`src/rtl/irq_pending_capture_pkg.sv`:
```
// rtl/irq_pending_capture_pkg.sv - shared constants and highest-set-bit helper for the irq capture path
//
// Purpose: constants and a priority helper shared by the capture stage and the
// downstream 16-input encoder, so both agree on which request is "highest".
//   WIDTH_DEF  default number of request lines
//   CODE_NONE  encoder code presented when nothing is pending
//   hi_t       result of find_highest: found flag, index, one-hot of that index
package irq_pending_capture_pkg;

  localparam int         WIDTH_DEF = 16;
  localparam logic [7:0] CODE_NONE = 8'hF0;

  typedef struct packed {
    logic        found;
    logic [3:0]  idx;
    logic [15:0] onehot;
  } hi_t;

  // Ascending scan: the last set bit seen is the highest, so it wins.
  function automatic hi_t find_highest(input logic [15:0] v);
    hi_t r;
    r = '0;
    for (int i = 0; i < 16; i++) begin
      if (v[i]) begin
        r.found     = 1'b1;
        r.idx       = i[3:0];
        r.onehot    = '0;
        r.onehot[i] = 1'b1;
      end
    end
    return r;
  endfunction

endpackage

```
`src/rtl/irq_sync_edge.sv`:
```
// rtl/irq_sync_edge.sv - per-bit multi-flop synchroniser with rising-edge detect
//
// Purpose: bring WIDTH asynchronous lines into the clk domain and flag rising edges.
// Ports:
//   clk    system clock
//   rst_n  asynchronous active-low reset
//   d      raw asynchronous inputs
//   rise   one-cycle pulse per bit when the synchronised value goes 0 -> 1
module irq_sync_edge #(
  parameter int WIDTH       = 16,
  parameter int SYNC_STAGES = 2
) (
  input  logic             clk,
  input  logic             rst_n,
  input  logic [WIDTH-1:0] d,
  output logic [WIDTH-1:0] rise
);

  logic [WIDTH-1:0] sync_q [SYNC_STAGES];
  logic [WIDTH-1:0] s_d_q;
  logic [WIDTH-1:0] s;

  assign s = sync_q[SYNC_STAGES-1];

  always_ff @(posedge clk or negedge rst_n) begin
    if (!rst_n) begin
      for (int i = 0; i < SYNC_STAGES; i++) begin
        sync_q[i] <= '0;
      end
      s_d_q <= '0;
    end else begin
      sync_q[0] <= d;
      for (int i = 1; i < SYNC_STAGES; i++) begin
        sync_q[i] <= sync_q[i-1];
      end
      s_d_q <= s;
    end
  end

  assign rise = s & ~s_d_q;

endmodule

```
`src/rtl/irq_pending_capture.sv`:
```
// rtl/irq_pending_capture.sv - sticky pending/overflow capture with service handshake
//
// Purpose: capture masked rising edges of WIDTH request lines into a sticky
// pending vector, expose the highest pending request as an encoder code, and
// retire it on svc_ack_i.
// Ports:
//   clk, rst_n  clock, asynchronous active-low reset
//   ena         low freezes pending/overflow (edges during this time are lost)
//   req_in      raw asynchronous requests, bit WIDTH-1 highest priority
//   mask_i      1 = edge may set pending
//   svc_ack_i   pulse: highest pending request serviced
//   clear_i     synchronous clear of pending and overflow
//   pending_o   registered pending vector
//   irq_o       OR of pending_o
//   code_o      {4'h0, highest pending index}, CODE_NONE when idle
//   overflow_o  sticky: edge arrived on an already-pending line
module irq_pending_capture
  import irq_pending_capture_pkg::*;
#(
  parameter int WIDTH       = WIDTH_DEF,
  parameter int SYNC_STAGES = 2
) (
  input  logic             clk,
  input  logic             rst_n,
  input  logic             ena,
  input  logic [WIDTH-1:0] req_in,
  input  logic [WIDTH-1:0] mask_i,
  input  logic             svc_ack_i,
  input  logic             clear_i,
  output logic [WIDTH-1:0] pending_o,
  output logic             irq_o,
  output logic [7:0]       code_o,
  output logic [WIDTH-1:0] overflow_o
);

  logic [WIDTH-1:0] rise;
  logic [WIDTH-1:0] pending_q, pending_d;
  logic [WIDTH-1:0] overflow_q, overflow_d;
  logic [WIDTH-1:0] set_v, clr_v;
  logic [15:0]      pend_ext;
  hi_t              hi;

  irq_sync_edge #(
    .WIDTH       (WIDTH),
    .SYNC_STAGES (SYNC_STAGES)
  ) u_sync (
    .clk   (clk),
    .rst_n (rst_n),
    .d     (req_in),
    .rise  (rise)
  );

  // Helper works on a fixed 16-bit vector; zero-extend narrower configs.
  always_comb begin
    pend_ext               = '0;
    pend_ext[WIDTH-1:0]    = pending_q;
    hi                     = find_highest(pend_ext);
  end

  always_comb begin
    set_v      = rise & mask_i;
    clr_v      = (svc_ack_i && hi.found) ? hi.onehot[WIDTH-1:0] : '0;
    pending_d  = pending_q;
    overflow_d = overflow_q;
    if (ena) begin
      if (clear_i) begin
        pending_d  = '0;
        overflow_d = '0;
      end else begin
        // set after clear: a fresh edge on the line just serviced re-arms it
        pending_d  = (pending_q & ~clr_v) | set_v;
        overflow_d = overflow_q | (set_v & pending_q & ~clr_v);
      end
    end
  end

  always_ff @(posedge clk or negedge rst_n) begin
    if (!rst_n) begin
      pending_q  <= '0;
      overflow_q <= '0;
    end else begin
      pending_q  <= pending_d;
      overflow_q <= overflow_d;
    end
  end

  assign pending_o  = pending_q;
  assign overflow_o = overflow_q;
  assign irq_o      = hi.found;
  assign code_o     = hi.found ? {4'h0, hi.idx} : CODE_NONE;

endmodule

```
`config.mk`:
```
export PLATFORM = sky130hd
export DESIGN_NAME = irq_pending_capture
export DESIGN_NICKNAME = d
export VERILOG_FILES = /design/src/rtl/irq_pending_capture_pkg.sv /design/src/rtl/irq_sync_edge.sv /design/src/rtl/irq_pending_capture.sv
export SDC_FILE = /design/constraint.sdc
export NUM_CORES = 1
export LEC_CHECK = 0
export ABC_AREA = 1
export CELL_PAD_IN_SITES_DETAIL_PLACEMENT = 1
export CELL_PAD_IN_SITES_GLOBAL_PLACEMENT = 1
export CORE_MARGIN = 2
export CORE_UTILIZATION = 40
export DETAILED_ROUTE_END_ITERATION = 7
export PLACE_DENSITY_LB_ADDON = 0.12
export SLEW_MARGIN = 20
export SYNTH_ARGS = -nofsm -noshare
export SYNTH_HDL_FRONTEND = slang
export SYNTH_HIERARCHICAL = 1
export SYNTH_SLANG_ARGS = --single-unit
```
`constraint.sdc`:
```
create_clock -name clk -period 3 [get_ports clk]
set_clock_uncertainty 0.05 [all_clocks]
set_input_delay 0.6 -clock clk [delete_from_list [all_inputs] [get_ports clk]]
set_output_delay 0.6 -clock clk [all_outputs]
set_load 0.01 [all_outputs]
```
==> impl_metrics.csv <==
group,metric,value,unit
sta,slew_viol_final,0,
clock_network,clkTransAtPathRegs,0.08,ns
yosys,synth-seq-area-share,60.5,%
sta,worst_pin_slew,0.720,ns
placed_design,dpl_cell_area,0.00417,mm^2
final_layout,antennaDiodeCount,0,
placed_design,place_congestion,0.848,
yosys,yosys_register_bits,80,
detailed_routing,vias,2508,
clock_network,cts_hold_buf,0,
final_layout,final-instance-count-excl-fill,534,
die,ioPinCount,78,
yosys,ys_warn_count,6,
sta,finalSetupViolations,0,
clock_network,clk_latency,0.36,ns
clock_network,clk_root_buffer_cell,"clkbuf_8",
sta,rsz0062_at_grt,"no",
setup_path,crit_slowest_cell,"clkdlybuf4s50_1",
clock_network,cts_buffer_depth,2,
global_routing,grt_use_total,19.4,%
worst_hold_path,hold_path.class,"primary input to async pin",
detailed_routing,drc,0,
yosys,yosysMostFrequentCell,"dfrtp_1",
pwr,ir_drop,0.271,mV
yosys,post_synth.cell_area_avg,9.65,um^2
final_layout,area_growth,32.6,%
clock_network,cts_buffers,9,
yosys,synth_area_leaders,"dfrtp_1 (60%), nand2_1 (7.9%), inv_1 (6.0%)",
setup_path,arrival,2.14,ns
pwr,power_density,571,mW/mm^2
final_layout,final_nets,462,
setup_path,cp_slowest_stage_delay,0.59,ns
sta,finalHoldViolations,0,
final_layout,fillCellCount,933,
pwr,p_leak,0.00205,uW
final_layout,drive_gt1_share,15.6,%
yosys,syn-cell-area,0.00331,mm^2
die,die_area,0.00902,mm^2
global_routing,antenna_found_initial,0,
die,start_util,40.7,%
clock_network,cts_tree,"yes",
yosys,synthArstFlopShare,100,%
global_routing,grt_pass1_wl,13100,um
setup_path,path_buf_inv,1,
die,core_area,0.00813,mm^2
setup_path,path_max_fanout,6,
detailed_routing,drt_pass1_iterations,4,
placed_design,placedCellCount,519,
setup_path,path_class,"flip-flop to output port",
global_routing,grt_max_degree,81,
detailed_routing,routed_wl,7860,um
detailed_routing,wl_per_cell,14.7,um
sta,max_slew_margin,52.0,%
sta,hold_slack,0.229,ns
job,drv_cap,0,
sta,timing.setup.tns,0,ns
yosys,synth-edff-count,0,
detailed_routing,antenna_left,0,
yosys,synthCells,343,
setup_path,crit_family,"buffers and inverters",
yosys,ys_types,33,
yosys,synth_top_cell_area_share,60.5,%
clock_network,cts_sinks,80,
global_routing,overflow,0,
setup_path,end_kind,"output port",
clock_network,post_cts_buffers,0,
die,dieWidth,95.0,um
final_layout,multi_input_area,0.00101,mm^2
sta,fmax,0.359,GHz
yosys,syn_nets,380,
detailed_routing,via_per_inst,4.70,
setup_path,startpoint_type,"flip-flop",
global_routing,grt_pass1_vias,2683,
sta,finalCritPeriodShare,92.9,%
sta,min_period,2.79,ns
placed_design,dp_hpwl,5700,um
yosys,ys.flop_type,"dfrtp_1",
setup_path,crit_top_cell,"nor3_1",
final_layout,seq_area,0.00200,mm^2
yosys,synth_top_area_cell,"dfrtp_1",
yosys,synth_common_cells,"dfrtp_1 (80), nand2_1 (70), inv_1 (53), nor2_1 (21), nor2_2 (21)",
setup_path,required,2.35,ns
clock_network,h-tree-depth,3,
final_layout,final_area,0.00439,mm^2
detailed_routing,drt_iter0_markers,84,
clock_network,cts_resized,0,
placed_design,port_buffers,77,
die,die_h,95.0,um
die,rows,33,
status,status,"completed",
setup_path,worstPathCellList,"nor2_2 -> a21oi_1 -> nor3_1 -> nor3_1 -> o21ai_0 -> clkdlybuf4s50_1",
## per-layer routing
metal | routed length [um] | vias to the layer above | track usage, % | share of wire, %
met5 | 0 | - | 0 | 0
met4 | 110 | 0 | 7.25 | 1.4
met3 | 291 | 10 | 3.27 | 3.7
met2 | 3840 | 60 | 31.8 | 49
met1 | 3620 | 1216 | 25.7 | 46
li1 | - | 1222 | - | -
## metrics by stage
stage	total power [uW]	utilization, %	worst slack (ns)
after floorplan	1430	-	1.06
after global routing	2630	53.9	0.0453
final	2500	53.9	0.214
after detailed placement	1660	51.3	0.584
after CTS	2540	53.9	0.188
after global placement	1640	51.3	0.649
## sequential cells by signal (all words and copies together) (netlist names)
signal         count
pending_o         16
u_sync/sync_q     16
overflow_o        16
u_sync/s_d_q      16
u_sync/s          16
## placed cells by master (no fill, tap or decap), types with 5 or more instances in the layout
cell type | netlist | layout
dfrtp_1 | 80 | 80
clkdlybuf4s50_1 | 0 | 76
nand2_1 | 70 | 70
inv_1 | 53 | 53
nor2_1 | 21 | 21
nor2_2 | 21 | 21
a21oi_1 | 15 | 15
o21ai_0 | 11 | 11
nand3_1 | 10 | 10
clkbuf_8 | 0 | 9
nor3_1 | 6 | 6
nand4_1 | 6 | 6
nand2_2 | 5 | 5
o21ai_1 | 5 | 5
## worst register-to-register path, stage by stage (launching register included)
cell	delay [ns]
dfrtp_1	0.45
inv_2	0.14
nand2_2	0.12
nor2_4	0.18
nand4_4	0.20
nor2_4	0.16
nand2_1	0.09
nand2_1	0.07
nand2_1	0.05
nand2_1	0.05
nand2_1	0.05
## cell families after synthesis
family | synth area share (%)
AO/OA/AOI/OAI | 7.79
flip-flops | 60.5
buffers and inverters | 8.85
AND/OR/NAND/NOR | 22.9
## final timing paths
| check | slack [ns] | endpoint | startpoint | depth (start not counted) |
|---|---|---|---|---|
| worst max-delay path | 0.21 | code_o[1] | pending_o[4]$_DFFE_PN0P_ | 6 |
| worst min-delay path | 0.23 | u_sync/s_d_q[2]$_DFF_PN0_ | rst_n | 1 |
| worst max register to register | 1.29 | pending_o[0]$_DFFE_PN0P_ | pending_o[13]$_DFFE_PN0P_ | 10 |
| worst min register to register | 0.30 | u_sync/s[10]$_DFF_PN0_ | u_sync/sync_q[26]$_DFF_PN0_ | 0 |
| max in group asynchronous | 2.18 | pending_o[12]$_DFFE_PN0P_ | rst_n | 1 |
| min in group clk | 0.30 | u_sync/s[10]$_DFF_PN0_ | u_sync/sync_q[26]$_DFF_PN0_ | 0 |
## power breakdown
group	internal (uW)	total, uW	switching, uW
clock	469	880	412
sequential	1130	1170	43.6
combinational	209	450	241
## cell type report
cell class	count	share of cell area, %
Clock inverter	6	2.05
Tap cell	105	2.99
Inverter	59	5.10
Timing Repair Buffer	81	18.3
Multi-Input combinational cell	194	23.1
Sequential cell	80	45.6
Clock buffer	9	2.82
Note: power is estimated with default switching activity, not from simulation.
